===== src/rtl/uart_tx_core_if.sv =====
// Shared UART control register view: the field layout of uart_control_0 and the
// interface that carries it to the transmit and receive engines.
package uart_csr_pkg;
    localparam logic UART_PARITY = 1'b1;

    typedef struct packed {
        logic [3:0] data_bits;
        logic       parity_bit;
    } uart_control_0_csr_t;
endpackage

interface UART_csr_if;
    import uart_csr_pkg::*;

    uart_control_0_csr_t uart_control_0_csr;

    modport uart_mp (input  uart_control_0_csr);
    modport csr_mp  (output uart_control_0_csr);
endinterface


===== src/rtl/uart_tx_core.sv =====
// UART transmitter: start bit, 5..8 data bits LSB first, optional even parity, stop.
// Define UART_TX_STOP2_EN to send two stop bits instead of one.
module uart_tx_core #(
    parameter int CLKS_PER_BIT = 434
) (
    input  logic        clk,
    input  logic        rst_n,
    input  logic [7:0]  tx_data,
    input  logic        tx_start,
    output logic        tx_ready,
    output logic        tx,
    output logic        tx_done,
    UART_csr_if.uart_mp csr
);
    import uart_csr_pkg::*;

    localparam int            TW       = $clog2(CLKS_PER_BIT);
    localparam logic [TW-1:0] TIMER_TC = TW'(CLKS_PER_BIT - 1);

    typedef enum logic [2:0] {
        IDLE_S   = 3'd0,
        START_S  = 3'd1,
        DATA_S   = 3'd2,
        PARITY_S = 3'd3,
        STOP_S   = 3'd4
    } state_t;

    state_t        state, state_next;
    logic [TW-1:0] timer, timer_next;
    logic [2:0]    bit_cnt, bit_cnt_next;
    logic [7:0]    shift, shift_next;
    logic [3:0]    len, len_next;
    logic          par_en, par_en_next;
    logic          par, par_next;
    logic          tx_next;
    logic          done_next;
    logic          bit_end;
    logic          accept;
    logic [3:0]    cfg_len;
    logic [7:0]    cfg_mask;
    logic [2:0]    last_bit;

    assign tx_ready = (state == IDLE_S);
    assign accept   = tx_start && tx_ready;
    assign bit_end  = (timer == TIMER_TC);
    assign last_bit = 3'(len - 4'd1);

    always_comb begin
        cfg_len = csr.uart_control_0_csr.data_bits;
        if (cfg_len < 4'd5) begin
            cfg_len = 4'd5;
        end else if (cfg_len > 4'd8) begin
            cfg_len = 4'd8;
        end
        cfg_mask = 8'hFF >> (4'd8 - cfg_len);
    end

    always_comb begin
        state_next   = state;
        timer_next   = bit_end ? '0 : timer + 1'b1;
        bit_cnt_next = bit_cnt;
        shift_next   = shift;
        len_next     = len;
        par_en_next  = par_en;
        par_next     = par;
        done_next    = 1'b0;

        case (state)
            IDLE_S: begin
                timer_next = '0;
                if (accept) begin
                    state_next   = START_S;
                    bit_cnt_next = '0;
                    shift_next   = tx_data & cfg_mask;
                    len_next     = cfg_len;
                    par_en_next  = (csr.uart_control_0_csr.parity_bit == UART_PARITY);
                    par_next     = ^(tx_data & cfg_mask);
                end
            end
            START_S: begin
                if (bit_end) state_next = DATA_S;
            end
            DATA_S: begin
                if (bit_end) begin
                    shift_next   = {1'b0, shift[7:1]};
                    bit_cnt_next = bit_cnt + 1'b1;
                    if (bit_cnt == last_bit) begin
                        // counter is reused to count stop bits
                        bit_cnt_next = '0;
                        state_next   = par_en ? PARITY_S : STOP_S;
                    end
                end
            end
            PARITY_S: begin
                if (bit_end) state_next = STOP_S;
            end
            STOP_S: begin
                if (bit_end) begin
`ifdef UART_TX_STOP2_EN
                    if (bit_cnt == 3'd0) begin
                        bit_cnt_next = 3'd1;
                    end else begin
                        state_next = IDLE_S;
                        done_next  = 1'b1;
                    end
`else
                    state_next = IDLE_S;
                    done_next  = 1'b1;
`endif
                end
            end
            default: begin
                state_next = IDLE_S;
                timer_next = '0;
            end
        endcase

        // tx is registered, so it is driven from the state being entered
        case (state_next)
            START_S:  tx_next = 1'b0;
            DATA_S:   tx_next = shift_next[0];
            PARITY_S: tx_next = par_next;
            default:  tx_next = 1'b1;
        endcase
    end

    always_ff @(posedge clk) begin
        if (!rst_n) begin
            state   <= IDLE_S;
            timer   <= '0;
            bit_cnt <= '0;
            shift   <= '0;
            len     <= 4'd8;
            par_en  <= 1'b0;
            par     <= 1'b0;
            tx      <= 1'b1;
            tx_done <= 1'b0;
        end else begin
            state   <= state_next;
            timer   <= timer_next;
            bit_cnt <= bit_cnt_next;
            shift   <= shift_next;
            len     <= len_next;
            par_en  <= par_en_next;
            par     <= par_next;
            tx      <= tx_next;
            tx_done <= done_next;
        end
    end
endmodule


===== src/flat_wrapper.sv =====
// flat-port wrapper written by rule: the top's interface ports become plain ports
module uart_tx_core_flat import uart_csr_pkg::*;
#(
    parameter int CLKS_PER_BIT = 434
)
  (clk, rst_n, tx_data, tx_start, tx_ready, tx, tx_done, csr_uart_control_0_csr);
  UART_csr_if csr_i ();
  input  logic clk;
  input  logic rst_n;
  input  logic [7:0] tx_data;
  input  logic tx_start;
  output logic tx_ready;
  output logic tx;
  output logic tx_done;
  input wire logic [$bits(csr_i.uart_control_0_csr)-1:0] csr_uart_control_0_csr;
  assign csr_i.uart_control_0_csr = csr_uart_control_0_csr;
  uart_tx_core #(.CLKS_PER_BIT(CLKS_PER_BIT)) u_core (.clk(clk), .rst_n(rst_n), .tx_data(tx_data), .tx_start(tx_start), .tx_ready(tx_ready), .tx(tx), .tx_done(tx_done), .csr(csr_i));
endmodule

===== config.mk =====
export PLATFORM = sky130hd
export DESIGN_NAME = uart_tx_core_flat
export DESIGN_NICKNAME = d
export VERILOG_FILES = /design/src/rtl/uart_tx_core_if.sv /design/src/rtl/uart_tx_core.sv /design/src/flat_wrapper.sv
export SDC_FILE = /design/constraint.sdc
export NUM_CORES = 1
export LEC_CHECK = 0
export BUFFER_PORTS_ARGS = -buffer_cell sky130_fd_sc_hd__buf_2
export CELL_PAD_IN_SITES_DETAIL_PLACEMENT = 1
export CELL_PAD_IN_SITES_GLOBAL_PLACEMENT = 1
export CORE_MARGIN = 5
export CORE_UTILIZATION = 28
export CTS_BUF_LIST = sky130_fd_sc_hd__clkbuf_4
export CTS_CLUSTER_SIZE = 8
export DETAILED_ROUTE_END_ITERATION = 16
export GPL_TIMING_DRIVEN = 0
export HOLD_SLACK_MARGIN = 0.02
export PLACE_DENSITY_LB_ADDON = 0.1
export REMOVE_ABC_BUFFERS = 1
export SYNTH_ARGS = -nofsm -noshare
export SYNTH_HDL_FRONTEND = slang
export SYNTH_SLANG_ARGS = --single-unit

===== constraint.sdc =====
create_clock -name clk -period 4.75 [get_ports clk]
set_clock_uncertainty 0.2 [all_clocks]
set_input_delay 0.475 -clock clk [delete_from_list [all_inputs] [get_ports clk]]
set_output_delay 0.475 -clock clk [all_outputs]
set_load 0.01 [all_outputs]

# Yosys cells after proc, flatten, opt, wreduce, memory -nomap -nowiden
# Index checks and enable logic that the tools add are counted.
# Widths: inputs -> output; s select.
op_classes:
  n_addsub: 4
  n_lt_le_gt_ge: 2
  eq_ne: 11
  shifts: 1
  mux: 21
  bitwise: 3
  reduce_logical: 9
ops:
  columns: ["operator", "count"]
  rows:
  - ["$mux 3", 10]
  - ["$mux 8", 2]
  - ["$pmux 8 s2", 1]
  - ["$pmux 3 s5", 1]
  - ["$eq 3x2->1 const B", 4]
  - ["$add 9x1->9 const B", 1]
  - ["$eq 9x9->1 const B", 1]
  - ["$and 8x8->8", 1]
  - ["$mux 4", 2]
  - ["$reduce_xor 8->1", 1]
  - ["$shr 8x4->8 const A", 1]
  - ["$eq 3x1->1 const B", 2]
  - ["$pmux 3 s2", 1]
  - ["$gt 4x4->1 const B", 1]
  - ["$lt 4x3->1 const B", 1]
  - ["$reduce_and 2->1", 2]
  - ["$reduce_or 4->1", 1]
  - ["$sub 4x4->4 const A", 1]
  - ["$add 3x1->3 const B", 1]
  - ["$eq 3x3->1", 1]
  - ["$eq 3x3->1 const B", 1]
  - ["$logic_not 3->1", 1]
  - ["$mux 1", 3]
  - ["$pmux 1 s3", 1]
  - ["other kinds (8)", 9]
totals:
  reg_bits: 30
  out_inout_bits: 3
  word_cells: 61

# Logic depth before layout (Yosys ltp)
depth:
  ltp_word: 10
  ltp_mapped: 10

# Worst setup path after synthesis
# No wires, ideal clock.
synth_path:
  kind: "input port to flip-flop"
  start: "input csr_uart_control_0_csr[4]"
  end: "register u_core.par"
  setup_time_ns: 0.086
  t_arrival_ns: 2.275
  t_required_ns: 4.464
  slack_ns: 2.189
  cell_stages: 10
  cell_sequence: "buf_2 -> or2_2 -> ha_1 -> clkbuf_1 -> inv_1 -> mux2_2 -> o32ai_1 -> o21ai_0 -> xnor2_1 -> a211oi_1"
synth_between:
  elab_chain_cells: 9
synth_rtl:
  columns: ["item", "line", "text"]
  rows:
  - ["from (decl)", "flat_wrapper.sv:15", "input wire logic [$bits(csr_i.uart_control_0_csr)-1:0] csr_uart_control_0_csr;"]
  - ["$gt 4x4->1", "uart_tx_core.sv:52", "end else if (cfg_len > 4'd8) begin"]
  - ["$mux 4", "uart_tx_core.sv:52", null]
  - ["$mux 4 (*)", "uart_tx_core.sv:50", "if (cfg_len < 4'd5) begin"]
  - ["$sub 4x4->4 (*)", "uart_tx_core.sv:55", "cfg_mask = 8'hFF >> (4'd8 - cfg_len);"]
  - ["$shr 8x4->8 (*)", "uart_tx_core.sv:55", null]
  - ["$and 8x8->8 (*)", "uart_tx_core.sv:77", "par_next = ^(tx_data & cfg_mask);"]
  - ["$reduce_xor 8->1 (*)", "uart_tx_core.sv:77", null]
  - ["$mux 1 (*)", "uart_tx_core.sv:71", "if (accept) begin"]
  - ["$mux 1 (*)", "uart_tx_core.sv:68", "case (state)"]
  - ["to (signal assigned)", "uart_tx_core.sv:145", "par <= par_next;"]
  - ["to (decl)", "uart_tx_core.sv:34", "logic par, par_next;"]
# Every way passes the cells marked *; elsewhere a longest branch is shown, timed or not.
# A chain may end at the register's enable or synchronous reset.

# Worst setup path in the final report
# Ends and elaborated chain as after synthesis.

==> results_dict.tcl <==
set metrics [dict create \
    status "finished clean" \
    synth_cell_types 45 \
    io_buffers 18 \
    reg2reg_depth 7 \
    ys_ff_latch 30 \
    wl_mm 4.061 \
    setup_tns_ns 0 \
    track_usage 0.1188 \
    clk_latency_ns 0.33 \
    area_delta_synth_final_pct 14.65 \
    max_slew_margin 0.6236 \
    critPathKind "input port to flop" \
    cts_hold_buf 0 \
    min_period_ns 2.437 \
    p_per_area_nw_per_um2 299.2 \
    cp.arrival_ns 2.47 \
    design.core.area_um2 5540 \
    drive_gt1_frac 0.1659 \
    synth_edf_count 0 \
    chipHeight_um 85.93 \
    syn_inst 190 \
    hold_viol_final 0 \
    start_util 0.2913 \
    die_width_um 85.93 \
    numClockSinks 30 \
    timing.final.crit_share 0.5130 \
    die_area_um2 7383 \
    synth_flop_cell "dfxtp_1" \
    final_nets 231 \
    grt_setup_unrepaired "no" \
    dpl.cell_count 275 \
    grt_max_degree 20 \
    numCtsBuffers 5 \
    worstSetupStartpoint "csr_uart_control_0_csr[4]" \
    async_flop_share 0 \
    cts_setup_buffers 0 \
    maxCapViolCount 0 \
    switching_share 0.2679 \
    postLayoutCellArea_um2 1851 \
    syn_avg_cell_area_um2 8.495 \
    yosysWarnings 0 \
    grt_pass1_wl_mm 6.975 \
    worstSetupEndpointType "flop" \
    multi_input_area_um2 969.7 \
    overflow 0 \
    slew_viol_final 0 \
    p_seq_frac 0.483 \
    reg2reg_from "u_core.timer[0]" \
    wl_per_cell_um 14.35 \
    cts.htree.levels 2 \
    clkTransAtPathRegs_ns 0.11 \
    power_frac_comb 0.149 \
    cts_resized 0 \
    min_path_type "input port to flop" \
    hold_depth 2 \
    setup_viol 0 \
    insertedDiodeCount 0 \
    power_leakage_nw 0.6765 \
    tightest_slew_ns 0.5623 \
    netSwitchingPower_uw 148.3 \
    startpoint_type "input port" \
    grt_pass1_vias 1558 \
    drt_iter0_drc 29 \
    seqCellArea_um2 600.6 \
    row_count 27 \
    instances_no_fill 283 \
    clkPwrFrac 0.368 \
    ir_drop_v 0.0001101 \
    antenna_found_initial 0 \
    root_buffer "clkbuf_4" \
    antenna_left 0 \
    io_pins 19 \
    dpl_cell_area_um2 1773 \
    fill_cells 678 \
    required_ns 4.79 \
    holdCritStartpoint "rst_n" \
    crit_fanout 10 \
    vias_per_cell 4.922 \
    fmax_mhz 410.4 \
    p_int_uw 405.4 \
    vias 1393 \
    synth_seq_area_share 0.3721 \
    cts_tree "built" \
    clk_path_buf_depth 2 \
    dpl.hpwl_mm 3.200 \
    syn_area_um2 1614 \
    gp_congestion 0.7853 \
    drt_pre_antenna_iters 4 \
    drc 0 \
]
-- worst max-delay path, cell delays in order --
cell      delay [ns]
buf_2           0.16
or2_2           0.34
ha_1            0.33
nand2b_1        0.17
mux2i_1         0.23
xor2_1          0.23
xnor2_1         0.17
xnor2_1         0.12
a211oi_1        0.25
-- metrics by stage --
step	setup WS, ns	util	power, mW	hold slack (ns)
after global placement	2.020	0.3200	0.3536	0.2368
after global routing	2.156	0.3340	0.5833	0.1408
after CTS	2.292	0.3340	0.5623	0.1505
after floorplan	2.373	-	0.3275	0.2295
after detailed placement	1.928	0.3200	0.3578	0.2581
final	2.313	0.3340	0.5537	0.1616
-- synth_stat cells, types with 2 or more instances --
| master | count | area (um2) |
|---|---|---|
| dfxtp_1 | 30 | 600.6 |
| buf_2 | 2 | 10.01 |
| nand2b_1 | 3 | 18.77 |
| a211oi_1 | 2 | 15.01 |
| a21oi_1 | 13 | 65.06 |
| or3_1 | 2 | 12.51 |
| nor2_1 | 25 | 93.84 |
| o21bai_1 | 2 | 15.01 |
| and3_1 | 3 | 18.77 |
| clkbuf_1 | 3 | 11.26 |
| inv_1 | 5 | 18.77 |
| nor3_2 | 2 | 20.02 |
| o21ai_0 | 7 | 35.03 |
| a22oi_1 | 3 | 22.52 |
| ha_1 | 5 | 62.56 |
| and2_1 | 2 | 12.51 |
| a32oi_1 | 4 | 35.03 |
| nand3_1 | 9 | 45.04 |
| xnor2_1 | 11 | 96.34 |
| xor2_1 | 6 | 52.55 |
| a31oi_1 | 2 | 12.51 |
| nor3_1 | 4 | 20.02 |
| nand4_1 | 2 | 12.51 |
| nor3b_1 | 2 | 15.01 |
| nand2_1 | 19 | 71.32 |
| nor2b_1 | 3 | 18.77 |
-- per-layer routing --
| metal | share of wire | track usage | routed length [um] | up-vias |
|---|---|---|---|---|
| met4 | 0.014 | 0.03885 | 57 | 0 |
| met1 | 0.43 | 0.1274 | 1762 | 673 |
| li1 | - | - | - | 706 |
| met3 | 0.024 | 0.02882 | 98 | 6 |
| met2 | 0.53 | 0.2249 | 2143 | 8 |
| met5 | 0 | 0 | 0 | - |
-- placed cells by master (no fill, tap or decap), types with 3 or more instances in the layout --
cell / instances
a21oi_1: 13
a22oi_1: 3
a32oi_1: 4
and3_1: 3
buf_2: 18
clkbuf_4: 5
dfxtp_1: 30
ha_1: 5
inv_1: 5
nand2_1: 19
nand2b_1: 3
nand3_1: 9
nor2_1: 25
nor2b_1: 3
nor3_1: 4
o21ai_0: 7
xnor2_1: 11
xor2_1: 6
-- logic make-up after synthesis --
logic type,after synthesis,share of synthesized area
muxes,3,0.02248
AOI/OAI and AO/OA,38,0.1512
and+or+nand+nor,85,0.2822
DFF,30,0.3721
buffers and inverters,11,0.02713
xor gates and xnor gates,18,0.1062
adders and majority gates,5,0.03876
-- worst paths after layout --
path | slack (ns) | to
setup reg to reg | 2.39 | u_core.tx
setup / recovery | 2.31 | u_core.par
hold / removal | 0.16 | u_core.tx
hold reg to reg | 0.27 | u_core.shift[6]
-- power by group through the flow --
stage | clock (mW) | combinational, mW | sequential (mW)
finish | 0.204 | 0.0827 | 0.267
floorplan | 0 | 0.0553 | 0.272
global route | 0.221 | 0.0933 | 0.269
detailed placement | 0 | 0.0844 | 0.273
CTS | 0.210 | 0.0849 | 0.268
global placement | 0 | 0.0807 | 0.273
-- registers in the layout (all words and copies together) (netlist names) --
register	cells
u_core.par	1
u_core.shift	8
u_core.par_en	1
u_core.tx_done	1
u_core.bit_cnt	3
u_core.tx	1
u_core.state	3
u_core.timer	9
u_core.len	3
-- layout make-up --
cell class / instances / area share
clock buffers: 5 / 0.02028
clock inverters: 3 / 0.02164
repair buffers: 18 / 0.04868
well taps: 72 / 0.04868
inverters: 6 / 0.01217
multi-input cells: 149 / 0.5240
flip-flops and latches: 30 / 0.3245
Power figures use the tool's default switching activity.
